### src/rtl/if_fetch_queue_pkg.sv
// Shared types for the instruction-fetch front end: datapath width, queue entry, PC increment.
package if_fetch_queue_pkg;

  localparam int XLEN = 32;

  typedef struct packed {
    logic [XLEN-1:0] pc;
    logic [XLEN-1:0] instr;
  } fetch_entry_t;

  // Sequential PC; wraps modulo 2^XLEN.
  function automatic logic [XLEN-1:0] pc_inc(input logic [XLEN-1:0] pc);
    return pc + XLEN'(4);
  endfunction

endpackage

### src/rtl/if_fetch_queue_if.sv
// Fetch-unit bus bundle: imem request/response channel and the valid/ready handoff to ID.
interface if_fetch_queue_if;
  import if_fetch_queue_pkg::*;

  logic            imem_req_valid;
  logic            imem_req_ready;
  logic [XLEN-1:0] imem_addr;
  logic            imem_rsp_valid;
  logic [XLEN-1:0] imem_rsp_data;
  logic            out_valid;
  logic            out_ready;
  logic [XLEN-1:0] out_instr;
  logic [XLEN-1:0] out_pc;

  modport master (
    output imem_req_valid, imem_addr, out_valid, out_instr, out_pc,
    input  imem_req_ready, imem_rsp_valid, imem_rsp_data, out_ready
  );

  modport slave (
    input  imem_req_valid, imem_addr, out_valid, out_instr, out_pc,
    output imem_req_ready, imem_rsp_valid, imem_rsp_data, out_ready
  );

endinterface

### src/rtl/if_fetch_queue_fetch_fifo.sv
// Sync FIFO of fetch entries with flush; push-to-head latency 1 cycle, head read from registers.
// No internal backpressure beyond full; a push while full is taken only alongside a pop.
module fetch_fifo
  import if_fetch_queue_pkg::*;
#(
  parameter int DEPTH = 4
) (
  input  logic                   clk,
  input  logic                   rst,
  input  logic                   flush,
  input  logic                   push,
  input  fetch_entry_t           push_dat,
  input  logic                   pop,
  output fetch_entry_t           head_dat,
  output logic                   empty,
  output logic [$clog2(DEPTH):0] count
);

  localparam int AW = $clog2(DEPTH);
  localparam int PW = AW + 1;

  fetch_entry_t    mem [DEPTH];
  logic [PW-1:0]   wr_ptr, rd_ptr;
  logic            full, do_push, do_pop;

  // Extra pointer MSB distinguishes full from empty when the index bits match.
  assign empty   = (wr_ptr == rd_ptr);
  assign full    = (wr_ptr[AW] != rd_ptr[AW]) && (wr_ptr[AW-1:0] == rd_ptr[AW-1:0]);
  assign count   = wr_ptr - rd_ptr;
  assign do_pop  = pop && !empty;
  assign do_push = push && (!full || do_pop);
  assign head_dat = mem[rd_ptr[AW-1:0]];

  always_ff @(posedge clk or posedge rst) begin
    if (rst) begin
      wr_ptr <= '0;
      rd_ptr <= '0;
    end else if (flush) begin
      wr_ptr <= '0;
      rd_ptr <= '0;
    end else begin
      if (do_push) wr_ptr <= wr_ptr + PW'(1);
      if (do_pop)  rd_ptr <= rd_ptr + PW'(1);
    end
  end

  always_ff @(posedge clk or posedge rst) begin
    if (rst) begin
      for (int i = 0; i < DEPTH; i++) mem[i] <= '0;
    end else if (do_push && !flush) begin
      mem[wr_ptr[AW-1:0]] <= push_dat;
    end
  end

endmodule

### src/rtl/if_fetch_queue.sv
// In-order prefetcher: credit-limited imem requests, responses queued with PCs; rsp->out 1 cycle.
// Requests stall when in-flight plus queued would overrun the queue; ID stalls via out_ready.
module if_fetch_queue
  import if_fetch_queue_pkg::*;
#(
  parameter logic [XLEN-1:0] RESET_PC        = '0,
  parameter int              FQ_DEPTH        = 4,
  parameter int              MAX_OUTSTANDING = 2
) (
  input  logic                      clk,
  input  logic                      rst,
  input  logic                      redirect,
  input  logic [XLEN-1:0]           redirect_pc,
  if_fetch_queue_if.master          fq,
  output logic [$clog2(FQ_DEPTH):0] fq_count
);

  localparam int              CW        = $clog2(FQ_DEPTH) + 1;
  localparam logic [CW-1:0]   MAX_OUT_C = CW'(MAX_OUTSTANDING);
  localparam logic [CW:0]     DEPTH_C   = (CW + 1)'(FQ_DEPTH);

  logic [XLEN-1:0] req_pc, rsp_pc, redirect_base;
  logic [CW-1:0]   inflight, drop, live;
  logic [CW:0]     credit_use;
  logic            req_fire, rsp_live, fifo_empty;
  fetch_entry_t    push_entry, head_entry;

  assign live          = inflight - drop;
  assign credit_use    = {1'b0, fq_count} + {1'b0, live};
  assign redirect_base = redirect_pc & ~XLEN'(3);

  // Only issue when every live response is guaranteed a queue slot on arrival.
  assign fq.imem_req_valid = !rst && !redirect && (inflight < MAX_OUT_C) && (credit_use < DEPTH_C);
  assign fq.imem_addr      = req_pc;
  assign req_fire          = fq.imem_req_valid && fq.imem_req_ready;
  assign rsp_live          = fq.imem_rsp_valid && (drop == '0) && !redirect;

  always_ff @(posedge clk or posedge rst) begin
    if (rst) begin
      req_pc   <= RESET_PC;
      rsp_pc   <= RESET_PC;
      inflight <= '0;
      drop     <= '0;
    end else if (redirect) begin
      // Everything still outstanding belongs to the old stream and must be drained.
      req_pc   <= redirect_base;
      rsp_pc   <= redirect_base;
      inflight <= inflight - CW'(fq.imem_rsp_valid);
      drop     <= inflight - CW'(fq.imem_rsp_valid);
    end else begin
      if (req_fire) req_pc <= pc_inc(req_pc);
      inflight <= inflight + CW'(req_fire) - CW'(fq.imem_rsp_valid);
      if (fq.imem_rsp_valid) begin
        if (drop != '0) drop <= drop - CW'(1);
        else            rsp_pc <= pc_inc(rsp_pc);
      end
    end
  end

  always_comb begin
    push_entry       = '0;
    push_entry.pc    = rsp_pc;
    push_entry.instr = fq.imem_rsp_data;
  end

  fetch_fifo #(
    .DEPTH (FQ_DEPTH)
  ) u_fetch_fifo (
    .clk      (clk),
    .rst      (rst),
    .flush    (redirect),
    .push     (rsp_live),
    .push_dat (push_entry),
    .pop      (fq.out_valid && fq.out_ready),
    .head_dat (head_entry),
    .empty    (fifo_empty),
    .count    (fq_count)
  );

  assign fq.out_valid = !fifo_empty;
  assign fq.out_pc    = head_entry.pc;
  assign fq.out_instr = head_entry.instr;

endmodule
### src/flat_wrapper.sv
// flat-port wrapper written by rule: the top's interface ports become plain ports
module if_fetch_queue_flat import if_fetch_queue_pkg::*;
#(
  parameter logic [XLEN-1:0] RESET_PC        = '0,
  parameter int              FQ_DEPTH        = 4,
  parameter int              MAX_OUTSTANDING = 2
)
  (clk, rst, redirect, redirect_pc, fq_count, fq_imem_req_valid, fq_imem_addr, fq_out_valid, fq_out_instr, fq_out_pc, fq_imem_req_ready, fq_imem_rsp_valid, fq_imem_rsp_data, fq_out_ready);
  if_fetch_queue_if fq_i ();
  input  logic clk;
  input  logic rst;
  input  logic redirect;
  input  logic [XLEN-1:0] redirect_pc;
  output logic [$clog2(FQ_DEPTH):0] fq_count;
  output wire logic [$bits(fq_i.imem_req_valid)-1:0] fq_imem_req_valid;
  output wire logic [$bits(fq_i.imem_addr)-1:0] fq_imem_addr;
  output wire logic [$bits(fq_i.out_valid)-1:0] fq_out_valid;
  output wire logic [$bits(fq_i.out_instr)-1:0] fq_out_instr;
  output wire logic [$bits(fq_i.out_pc)-1:0] fq_out_pc;
  input wire logic [$bits(fq_i.imem_req_ready)-1:0] fq_imem_req_ready;
  input wire logic [$bits(fq_i.imem_rsp_valid)-1:0] fq_imem_rsp_valid;
  input wire logic [$bits(fq_i.imem_rsp_data)-1:0] fq_imem_rsp_data;
  input wire logic [$bits(fq_i.out_ready)-1:0] fq_out_ready;
  assign fq_imem_req_valid = fq_i.imem_req_valid;
  assign fq_imem_addr = fq_i.imem_addr;
  assign fq_out_valid = fq_i.out_valid;
  assign fq_out_instr = fq_i.out_instr;
  assign fq_out_pc = fq_i.out_pc;
  assign fq_i.imem_req_ready = fq_imem_req_ready;
  assign fq_i.imem_rsp_valid = fq_imem_rsp_valid;
  assign fq_i.imem_rsp_data = fq_imem_rsp_data;
  assign fq_i.out_ready = fq_out_ready;
  if_fetch_queue #(.RESET_PC(RESET_PC), .FQ_DEPTH(FQ_DEPTH), .MAX_OUTSTANDING(MAX_OUTSTANDING)) u_core (.clk(clk), .rst(rst), .redirect(redirect), .redirect_pc(redirect_pc), .fq(fq_i), .fq_count(fq_count));
endmodule
### config.mk
export PLATFORM = sky130hd
export DESIGN_NAME = if_fetch_queue_flat
export DESIGN_NICKNAME = d
export VERILOG_FILES = /design/src/rtl/if_fetch_queue_pkg.sv /design/src/rtl/if_fetch_queue_if.sv /design/src/rtl/if_fetch_queue_fetch_fifo.sv /design/src/rtl/if_fetch_queue.sv /design/src/flat_wrapper.sv
export SDC_FILE = /design/constraint.sdc
export NUM_CORES = 1
export LEC_CHECK = 0
export CAP_MARGIN = 5
export CORE_MARGIN = 5
export CORE_UTILIZATION = 58
export CTS_BUF_LIST = sky130_fd_sc_hd__clkbuf_8
export CTS_CLUSTER_DIAMETER = 30
export DETAILED_ROUTE_END_ITERATION = 8
export HOLD_SLACK_MARGIN = 0.03
export PLACE_DENSITY = 0.87
export SLEW_MARGIN = 20
export SYNTH_ARGS = -nofsm -noshare
export SYNTH_HDL_FRONTEND = slang
export SYNTH_SLANG_ARGS = --single-unit
export TNS_END_PERCENT = 5
### constraint.sdc
create_clock -name clk -period 15.8 [get_ports clk]
set_input_delay 3.16 -clock clk [delete_from_list [all_inputs] [get_ports clk]]
set_output_delay 3.16 -clock clk [all_outputs]
set_load 0.01 [all_outputs]
Yosys cells after proc, flatten, opt, wreduce, memory -nomap -nowiden --
Cells that the tools add are included.
Word-level totals: input bits 70, register bits after elaboration 332, logic and storage cells 81
Operators by class: equal/unequal tests 4, order comparisons 5, bitwise logic cells 2, add/subtract/negate cells 11, muxes and demuxes 19, reductions and logical operators 26
Operators by type and width (number):
- 256-bit bitwise mux | 1
- 64-bit two-way mux | 3
- 32-bit two-way mux | 5
- 64-bit binary-select mux with 2-bit select | 1
- 64-bit demux with 2-bit select | 1
- 32-bit by 3-bit adder with 32-bit output, second input constant | 2
- 3-bit two-way mux | 8
- 1-bit logical AND | 12
- 2-bit nonzero test | 5
- 3-bit by 1-bit adder with 3-bit output, second input constant | 2
- 3-bit greater-or-equal comparator, second input constant | 2
- 2-bit NOT with 3-bit output | 2
- 3-bit by 1-bit subtractor with 3-bit output | 2
- 3-bit subtractor | 2
- 3-bit by 3-bit adder with 4-bit output | 1
- 1-bit zero test | 4
- 4-bit by 3-bit < comparator with 1-bit output, second input constant | 1
- 2-bit AND reduction | 2
- 3-bit by 1-bit adder with 3-bit output | 1
- 3-bit == test | 1
- 3-bit zero test | 1
- 3-bit by 1-bit < comparator with 1-bit output, second input constant | 1
- 3-bit by 2-bit < comparator with 1-bit output, second input constant | 1
- 3-bit nonzero test | 1
- other kinds (5) | 5

Depth between registers and ports, before layout --
Gate-level depths: netlist of run 1.
word-level depth 8, depth in mapped cells 15, mapped depth without buffers 14

Hierarchy --
A second synthesis of run 1 with hierarchy kept.
Second synthesis, totals: cells, all modules 1114, area, all modules 15578.7 um^2
By module, submodules not included:
- fetch_fifo | area an instance 11579.9 um^2, instances 1, cells each 672
- if_fetch_queue | area an instance 3998.8 um^2, instances 1, cells each 442

Least setup slack after synthesis of run 1 --
OpenSTA, ideal clock, no wires.
kind input -> output, start point input redirect, end point output fq_imem_req_valid, slack 8871 ps, data arrival time 3769 ps, cell stages on the path 3, required time 12640 ps, cell sequence nor4b_1 -> nand2_1 -> nor2_1
Between the ends: longest elaborated chain between the ends 4
RTL lines:
- from (decl) | RTL line flat_wrapper.sv:12 | input logic redirect;
- 1-bit zero test | RTL line if_fetch_queue.sv:33 | assign fq.imem_req_valid = !rst && !redirect && (inflight < MAX_OUT_C) && (credit_use < DEPTH_C);
- 1-bit logical AND (3 in series) | RTL line if_fetch_queue.sv:33
- to (decl) | RTL line flat_wrapper.sv:15 | output wire logic [$bits(fq_i.imem_req_valid)-1:0] fq_imem_req_valid;
Every way passes these cells.

Worst setup path in the final report of run 1 --
Ends and elaborated chain as after synthesis.

==> flow_summary.json, run 1 <==
{
  "synthDominantCellAreaShare": 0.534,
  "hp-class": "reg2reg",
  "first_iter_violations": 654,
  "post-dp-hpwl_mm": 21.3,
  "slew_headroom": 0.296,
  "synth_edf_count": 0,
  "period_needed_ns": 7.97,
  "peakVddDrop_uv": 123,
  "synth_xor_area_frac": 0.0240,
  "synthTopCellsByArea": "dfrtp_1, mux2_2, mux4_2, nand2_1, o21ai_0",
  "synth.area.mux_share": 0.268,
  "outcome": "finished clean",
  "die_x_um": 171,
  "worst_pin_slew_ns": 1.06,
  "clockBufferDepth": 3,
  "worstSkewPairLatency_ns": 0.56,
  "postLayoutCoreUtil": 0.723,
  "dr.pass1.iters": 5,
  "synth_top_family_by_area": "multiplexers",
  "crit_path_end_kind": "primary output",
  "postRouteAntennaNets": 0,
  "setup_ws_ns": 7.83,
  "yosysUniqueCellTypes": 59,
  "drive_above_1_share": 0.322,
  "p_per_area_nw_per_um2": 161,
  "fmax_ghz": 0.125,
  "required_ns": 12.64,
  "htreeDepth": 3,
  "root_buffer": "clkbuf_8",
  "fin_setup_tns_ns": 0,
  "syn_area_um2": 15000,
  "cts_made_buffers": 66,
  "cp_cell_sequence": "buf_2 -> buf_4 -> nor4b_1 -> nand2_1 -> nor2_1 -> clkdlybuf4s50_1",
  "arrival_ns": 4.81,
  "num_rows": 58,
  "yosysSeqAreaShare": 0.534,
  "cts_resized": 0,
  "p_leak_uw": 0.00825,
  "placed_area_um2": 16800,
  "die_area_um2": 29200,
  "grt_first_pass_wirelength_mm": 56.5,
  "path_clk_slew_ns": 0.05,
  "grt_pass1_vias": 10800,
  "diodes": 0,
  "vias": 10100,
  "core_region_area_um2": 25300,
  "reg2reg_slack_ns": 11.49,
  "drv_slew": 0,
  "rsz0062_at_grt": "false",
  "synthFlopType": "dfrtp_1",
  "final_design_area_no_fill_um2": 18300,
  "synthTopCellsByCount": "dfrtp_1, mux2_2, nand2_1",
  "post-synth-top-count-cell": "dfrtp_1",
  "async_flop_share": 1.00,
  "synth_compound_area_frac": 0.0456,
  "dp.cells": 1551,
  "ys_seq_elements": 320,
  "cp_slowest_cell": "clkdlybuf4s50_1",
  "cts_sinks": 320,
  "clock_skew_ns": 0.0160,
  "syn_inst": 1117,
  "drc_errors": 0,
  "grt_use_total": 0.243,
  "viasPerCell": 6.04,
  "cts_setup_buffers": 0,
  "hold_viol_final": 0,
  "crit_fanout": 74,
  "io_buffers": 164,
  "synthSimpleGateAreaFrac": 0.0785,
  "die_y_um": 171,
  "final.period_utilization": 0.504,
  "start_util": 0.592,
  "ios": 171,
  "gp_congestion": 0.844,
  "avgSynthCellArea_um2": 13.4,
  "antenna_found_initial": 0,
  "synth_top_cell_by_area": "dfrtp_1",
  "post_drt_wl_per_cell_um": 20.7,
  "maxCapViolCount": 0,
  "cts_hold_buffers": 0,
  "synth_fa_ha_area_frac": 0.0199,
  "grt_overflow": 0,
  "grt_max_degree": 210,
  "finalNonFillerCells": 1665,
  "nets": 1382,
  "syn2layout_area_growth_pct": 22.2,
  "slowest_delay_ns": 0.54,
  "crit_type": "in2out",
  "routed_wl_mm": 34.5,
  "crit_path_start_kind": "input port",
  "synth_warnings": 0,
  "cts_tree": "built",
  "pre_cts_slack_ns": 7.83,
  "finalSetupViolCount": 0
}
logic make-up (layout without fill, tap and decap cells):
logic type      Yosys count  count (layout)
mux                     295             295
compound gates          114             114
simple gates            223             223
xor+xnor                 41              41
buf+inv                 101             316
other cells               1               4
flops                   320             320
fa+ha+maj                22              22
power by group:
group | internal, µW | total (µW) | switching (µW)
combinational | 529 | 893 | 364
clock | 577 | 938 | 361
sequential | 989 | 1120 | 131
total | 2090 | 2950 | 856
worst max-delay path: cells and delay by family:
family	cells	cell delay (ns)
buffers and inverters	3	0.98
AND/OR/NAND/NOR	3	0.67
final cells by class:
cell class | count | area [µm²]
clock buffer | 80 | 1100
clock inverter | 33 | 358
fill | 1612 | 7010
inverter | 29 | 116
multi-input combinational | 699 | 6570
sequential | 320 | 8020
tap | 330 | 413
timing repair buffer | 174 | 1740
routing by layer:
layer  global-route usage  part of all wire  up-vias
met5                    0                 0        -
met4               0.0604             0.016        0
met3               0.0538             0.066       57
met2                0.404              0.49      393
met1                0.329              0.42     5164
li1                     -                 -     4442
path summary, 6_finish.rpt:
check	from	cells past startpoint	end
max reg2reg	u_core.u_fetch_fifo.rd_ptr[1]$_DFFE_PP0P_	12	u_core.fq.imem_addr[26]$_DFFE_PP0P_
min reg2reg	u_core.u_fetch_fifo.mem[168]$_DFFE_PP0P_	2	u_core.u_fetch_fifo.mem[168]$_DFFE_PP0P_
min	u_core.u_fetch_fifo.mem[168]$_DFFE_PP0P_	2	u_core.u_fetch_fifo.mem[168]$_DFFE_PP0P_
min in group asynchronous	rst	2	u_core.inflight[2]$_DFF_PP0_
max in group asynchronous	rst	4	u_core.u_fetch_fifo.mem[130]$_DFFE_PP0P_
max	redirect	6	fq_imem_req_valid
stage by stage:
step                hold slack [ns]  power (µW)
finish                        0.483        2950
global route                  0.512        3100
CTS                           0.483        2980
detailed placement            0.471        2030
global placement              0.457        1990
floorplan                     0.445        1620
state kept, by name, summed over array words and instances (netlist names):
register	count
u_core.fq.imem_addr	30
u_core.u_fetch_fifo.wr_ptr	3
u_core.u_fetch_fifo.rd_ptr	3
u_core.rsp_pc	30
u_core.u_fetch_fifo.mem	248
u_core.inflight	3
u_core.drop	3
cells in the final DEF, fill, tap and decap left out, types with 4 or more instances in the layout:
cell             instances
o311ai_0                12
a21oi_1                  8
xnor2_1                 25
or4_1                    5
nand3_1                 42
and4_1                   4
bufinv_16                7
nor2_1                  26
o21ai_1                  6
dfrtp_1                318
clkbuf_8                80
buf_4                    8
o21ai_0                 61
a31oi_1                  6
clkinvlp_4               6
nand2_1                 80
nand4_1                 14
and3_1                   6
clkdlybuf4s50_1        163
conb_1                   4
o211ai_1                10
clkinv_2                10
mux2_2                 231
xor2_1                  16
ha_1                    19
mux4_2                  62
inv_1                   34
nor3_1                  13
and2_1                   6
(Power assumes the default switching activity.)
==> inputs of run 2 (changes only) <==
==> constraint.sdc (replaced) <==
create_clock -name clk -period 7.7 [get_ports clk]
set_input_delay 1.54 -clock clk [delete_from_list [all_inputs] [get_ports clk]]
set_output_delay 1.54 -clock clk [all_outputs]
set_load 0.01 [all_outputs]
==> run 2 against run 1 <==
- flip-flop and latch count unchanged
- cell count increased by 0.36%
- clock power increased by 100%
- critical path type is now reg2out
- sequential power increased by 100%
- combinational power increased by 110%
- count of clock-buffer cells in the layout decreased by 2
- worst setup slack got worse by 5.2 ns
- clock skew increased by 0.017 ns
- die area unchanged
- utilization increased by 0.11 points
- largest power group unchanged
- register-to-register slack got worse by 7.8 ns
==> flow_summary.json, run 2 (synthesis results as in run 1) <==
{
  "gp_congestion": 0.855,
  "final.period_utilization": 0.661,
  "pre_cts_slack_ns": 3.03,
  "final_cell_mix": "dfrtp_1, mux2_2, clkdlybuf4s50_1",
  "rsz0062_at_grt": "false",
  "root_buffer": "clkbuf_8",
  "crit_path_start_kind": "flop",
  "vias": 10000,
  "diodes": 0,
  "final_common_cell": "dfrtp_1",
  "slew_headroom": 0.259,
  "htreeDepth": 2,
  "crit_top_cell": "ha_1",
  "p_per_area_nw_per_um2": 330,
  "r2r-start": "u_core.u_fetch_fifo.rd_ptr[0]$_DFFE_PP0P_",
  "grt_first_pass_wirelength_mm": 56.9,
  "fmax_ghz": 0.196,
  "min_to": "u_core.u_fetch_fifo.mem[243]$_DFFE_PP0P_",
  "die_x_um": 171,
  "cts_setup_buffers": 0,
  "reg2regPathDepth": 12,
  "fin_setup_tns_ns": 0,
  "post_drt_wl_per_cell_um": 20.7,
  "required_ns": 6.16,
  "crit_type": "reg2out",
  "drv_slew": 0,
  "postRouteAntennaNets": 0,
  "hold_depth": 2,
  "cp_slowest_cell": "dfrtp_4",
  "viasPerCell": 6.00,
  "drive_above_1_share": 0.323,
  "routed_wl_mm": 34.6,
  "period_needed_ns": 5.09,
  "clock_skew_ns": 0.0333,
  "hp-class": "reg2reg",
  "num_rows": 58,
  "r2r-end": "u_core.fq.imem_addr[26]$_DFFE_PP0P_",
  "grt_pass1_vias": 11000,
  "crit_fanout": 16,
  "die_area_um2": 29200,
  "arrival_ns": 3.55,
  "reg2reg_slack_ns": 3.66,
  "cts_tree": "built",
  "largest_reg_flops": 248,
  "worst_pin_slew_ns": 1.11,
  "cts_sinks": 320,
  "hp-start": "u_core.u_fetch_fifo.mem[243]$_DFFE_PP0P_",
  "outcome": "finished clean",
  "io_buffers": 164,
  "cts_made_buffers": 60,
  "antenna_found_initial": 0,
  "post-dp-hpwl_mm": 22.1,
  "die_y_um": 171,
  "drc_errors": 0,
  "slowest_delay_ns": 0.60,
  "p_leak_uw": 0.00827,
  "core_region_area_um2": 25300,
  "grt_use_total": 0.242,
  "grt_overflow": 0,
  "cp_cell_sequence": "ha_1 -> inv_1 -> fa_1 -> xor2_1 -> ha_1 -> nor4b_1 -> nand2_1 -> nor2_1 -> clkdlybuf4s50_1",
  "clockBufferDepth": 3,
  "start_util": 0.592,
  "setup_ws_ns": 2.61,
  "peakVddDrop_uv": 264,
  "nets": 1381,
  "maxCapViolCount": 0,
  "grt_max_degree": 77,
  "n_fill_cell": 1654,
  "ios": 171,
  "cts_hold_buffers": 0,
  "path_clk_slew_ns": 0.06,
  "holdWs_ns": 0.479,
  "syn2layout_area_growth_pct": 22.3,
  "finalSetupViolCount": 0,
  "dr.pass1.iters": 5,
  "crit_path_end_kind": "primary output",
  "first_iter_violations": 646,
  "top_register": "u_core.u_fetch_fifo.mem",
  "cts_resized": 0,
  "hold_viol_final": 0,
  "worstSkewPairLatency_ns": 0.59
}
-- run 2: cell types whose count changed in the layout (fill, tap and decap cells not counted), sizes merged --
cell / previous run / this run
buf: 11 / 16
clkinv: 11 / 10
inv: 38 / 39
clkinvlp: 6 / 8
bufinv: 7 / 8
clkbuf: 80 / 78
-- run 2: power by group --
part	total, µW	switching, µW	internal (µW)
Clock	1920	736	1190
Combinational	1850	763	1090
Sequential	2280	249	2030
Total	6050	1750	4300
-- run 2: worst max path at each step --
| stage | cells past startpoint | from | slack, ns | end |
|---|---|---|---|---|
| finish | 9 | u_core.u_fetch_fifo.rd_ptr[0]$_DFFE_PP0P_ | 2.61 | fq_imem_req_valid |
| global route | 9 | u_core.u_fetch_fifo.rd_ptr[0]$_DFFE_PP0P_ | 2.41 | fq_imem_req_valid |
| CTS | 9 | u_core.u_fetch_fifo.rd_ptr[0]$_DFFE_PP0P_ | 2.58 | fq_imem_req_valid |
| detailed placement | 6 | fq_imem_rsp_valid | 3.03 | u_core.u_fetch_fifo.mem[71]$_DFFE_PP0P_ |
| global placement | 5 | rst | 3.05 | fq_imem_req_valid |
| floorplan | 1 | rst | 1.89 | u_core.drop[0]$_DFFE_PP0P_ |
-- run 2: metrics by stage --
stage                     cells  total power [µW]  utilization  cell area, µm²
final                      1671              6050        0.724           18300
after global routing       1671              6370        0.724           18300
after CTS                  1670              6100        0.723           18300
after detailed placement   1556              4160        0.665           16800
after global placement     1556              4080        0.665           16800
after floorplan            1120              3320            -           15000
-- run 2: critical path: cells and delay by family (launching register included) --
family	cells	cell delay, ns
adders and majority gates	3	0.89
DFF	1	0.60
xor gates and xnor gates	1	0.33
and+or+nand+nor	3	0.56
buffers and inverters	2	0.59
-- run 2: final cells by class --
cell class,count,area [µm²],area share
Clock buffer,78,1070,0.0585
Clock inverter,36,400,0.0218
Multi-Input combinational cell,699,6570,0.358
Inverter,29,113,0.00614
Sequential cell,320,8020,0.437
Timing Repair Buffer,179,1760,0.0961
Tap cell,330,413,0.0225
-- run 2: routing by layer --
layer,up-vias,share of wire,routed length (µm),global-route usage
met5,-,0,0,0
met4,0,0.022,762,0.0691
met3,60,0.068,2340,0.0434
met2,386,0.50,17100,0.409
met1,5142,0.41,14300,0.324
li1,4441,-,-,-
==> inputs of run 3 (changes only) <==
==> constraint.sdc (replaced) <==
create_clock -name clk -period 5.3 [get_ports clk]
set_input_delay 1.06 -clock clk [delete_from_list [all_inputs] [get_ports clk]]
set_output_delay 1.06 -clock clk [all_outputs]
set_load 0.01 [all_outputs]
==> run 3 against run 2 <==
- die area unchanged
- critical path type unchanged
- utilization grew 0.32 points
- cell area grew 0.44%
- hold slack lost 0.0027 ns
- critical path depth stayed put
- largest cell class unchanged
==> flow_summary.json, run 3 (synthesis results as in run 1) <==
{
  "grt_pass1_vias": 11100,
  "largest_reg_flops": 248,
  "crit_fanout": 26,
  "finalSetupViolCount": 0,
  "nets": 1386,
  "fin_setup_tns_ns": 0,
  "first_iter_violations": 652,
  "cts_made_buffers": 67,
  "internal_power_uw": 6320,
  "r2r-start": "u_core.u_fetch_fifo.rd_ptr[0]$_DFFE_PP0P_",
  "r2r-end": "u_core.fq.imem_addr[26]$_DFFE_PP0P_",
  "drive_above_1_share": 0.325,
  "io_buffers": 164,
  "top_register": "u_core.u_fetch_fifo.mem",
  "crit_top_cell": "ha_1",
  "routed_wl_mm": 35.4,
  "die_y_um": 171,
  "grt_use_total": 0.249,
  "post-dp-hpwl_mm": 22.3,
  "slowest_delay_ns": 0.71,
  "postRouteAntennaNets": 0,
  "cp_cell_sequence": "ha_1 -> inv_1 -> fa_1 -> xor2_1 -> ha_1 -> nor4b_1 -> nand2_1 -> nor2_1 -> clkdlybuf4s50_1",
  "maxCapViolCount": 0,
  "p_leak_uw": 0.00830,
  "vias": 10200,
  "grt_max_degree": 173,
  "final_common_cell": "dfrtp_1",
  "seqPwrFrac": 0.372,
  "reg2reg_slack_ns": 1.27,
  "gp_congestion": 0.864,
  "cts_tree": "built",
  "power_uw": 8980,
  "worst_pin_slew_ns": 1.03,
  "p_clk_frac": 0.328,
  "die_area_um2": 29200,
  "reg2regPathDepth": 12,
  "worstSetupStartpoint": "u_core.u_fetch_fifo.rd_ptr[0]$_DFFE_PP0P_",
  "cts_setup_buffers": 0,
  "period_needed_ns": 4.66,
  "final_cell_mix": "dfrtp_1, mux2_2, clkdlybuf4s50_1",
  "core_region_area_um2": 25300,
  "viasPerCell": 6.08,
  "slew_headroom": 0.313,
  "drc_errors": 0,
  "hp-class": "reg2reg",
  "cts_resized": 0,
  "htreeDepth": 3,
  "final.period_utilization": 0.879,
  "ios": 171,
  "crit_path_start_kind": "flop",
  "syn2layout_area_growth_pct": 22.9,
  "grt_first_pass_wirelength_mm": 58.0,
  "cp_slowest_cell": "dfrtp_4",
  "grt_overflow": 0,
  "cts_sinks": 320,
  "dr.pass1.iters": 5,
  "required_ns": 4.24,
  "worstSkewPairLatency_ns": 0.58,
  "peakVddDrop_uv": 343,
  "p_comb_frac": 0.299,
  "antenna_found_initial": 0,
  "hold_viol_final": 0,
  "path_clk_slew_ns": 0.06,
  "num_rows": 58,
  "switching_power_uw": 2660,
  "fmax_ghz": 0.215,
  "rsz0062_at_grt": "false",
  "clock_skew_ns": 0.0376,
  "crit_path_end_kind": "primary output",
  "arrival_ns": 3.60,
  "post_drt_wl_per_cell_um": 21.1,
  "clockBufferDepth": 3,
  "n_fill_cell": 1610,
  "start_util": 0.592,
  "crit_end": "fq_imem_req_valid",
  "p_sw_frac": 0.296,
  "diodes": 0,
  "root_buffer": "clkbuf_8",
  "drv_slew": 0,
  "cts_hold_buffers": 0,
  "p_per_area_nw_per_um2": 487,
  "crit_type": "reg2out",
  "outcome": "finished clean",
  "die_x_um": 171
}
==> run 3: metrics by stage <==
stage / area, µm² / instances / hold slack (ns) / util / setup WS [ns]
6_report: 18400 / 1677 / 0.476 / 0.727 / 0.642
3_5_place_dp: 16900 / 1555 / 0.468 / 0.666 / 1.22
2_1_floorplan: 15000 / 1120 / 0.445 / - / -0.0268
3_3_place_gp: 16900 / 1555 / 0.457 / 0.666 / 1.25
5_1_grt: 18400 / 1677 / 0.502 / 0.727 / 0.378
4_1_cts: 18400 / 1677 / 0.481 / 0.727 / 0.609
==> run 3: worst min path at each step <==
stage	start	endpoint	slack (ns)	cells after the start
finish	u_core.u_fetch_fifo.mem[40]$_DFFE_PP0P_	u_core.u_fetch_fifo.mem[40]$_DFFE_PP0P_	0.48	2
global route	u_core.u_fetch_fifo.mem[40]$_DFFE_PP0P_	u_core.u_fetch_fifo.mem[40]$_DFFE_PP0P_	0.50	2
CTS	u_core.u_fetch_fifo.mem[40]$_DFFE_PP0P_	u_core.u_fetch_fifo.mem[40]$_DFFE_PP0P_	0.48	2
detailed placement	u_core.u_fetch_fifo.mem[176]$_DFFE_PP0P_	u_core.u_fetch_fifo.mem[176]$_DFFE_PP0P_	0.47	2
global placement	u_core.u_fetch_fifo.mem[233]$_DFFE_PP0P_	u_core.u_fetch_fifo.mem[233]$_DFFE_PP0P_	0.46	2
floorplan	u_core.u_fetch_fifo.mem[168]$_DFFE_PP0P_	u_core.u_fetch_fifo.mem[168]$_DFFE_PP0P_	0.44	2
==> run 3: power groups by stage <==
stage                     clock (µW)  combinational, µW  sequential, µW
after floorplan                    0               1620            3210
after global placement             0               2620            3320
after detailed placement           0               2710            3370
after CTS                       3000               2730            3340
after global routing            3120               2900            3400
final                           2950               2690            3340
==> run 3: cell type report <==
class	instances	area, µm²	area share
multi-input cells	699	6570	0.356
clock inverters	46	499	0.0271
clock buffers	76	1050	0.0568
inverters	29	113	0.00611
well taps	330	413	0.0224
repair buffers	177	1770	0.0962
flip-flops and latches	320	8020	0.435
==> run 3: layer usage <==
layer  share of wire  track usage  up-vias  wire, µm
li1                -            -     4470         -
met1            0.41        0.334     5210     14500
met2            0.49        0.409      441     17400
met3           0.073       0.0557       83      2590
met4           0.026       0.0858        0       928
met5               0            0        -         0
==> run 3: worst max-delay path: cells and delay by family (launching register included) <==
kind / cells / cell delay, ns
adder cells (fa/ha/maj): 3 / 0.90
buffers and inverters: 2 / 0.59
AND/OR/NAND/NOR: 3 / 0.56
XOR/XNOR: 1 / 0.25
flip-flops: 1 / 0.71
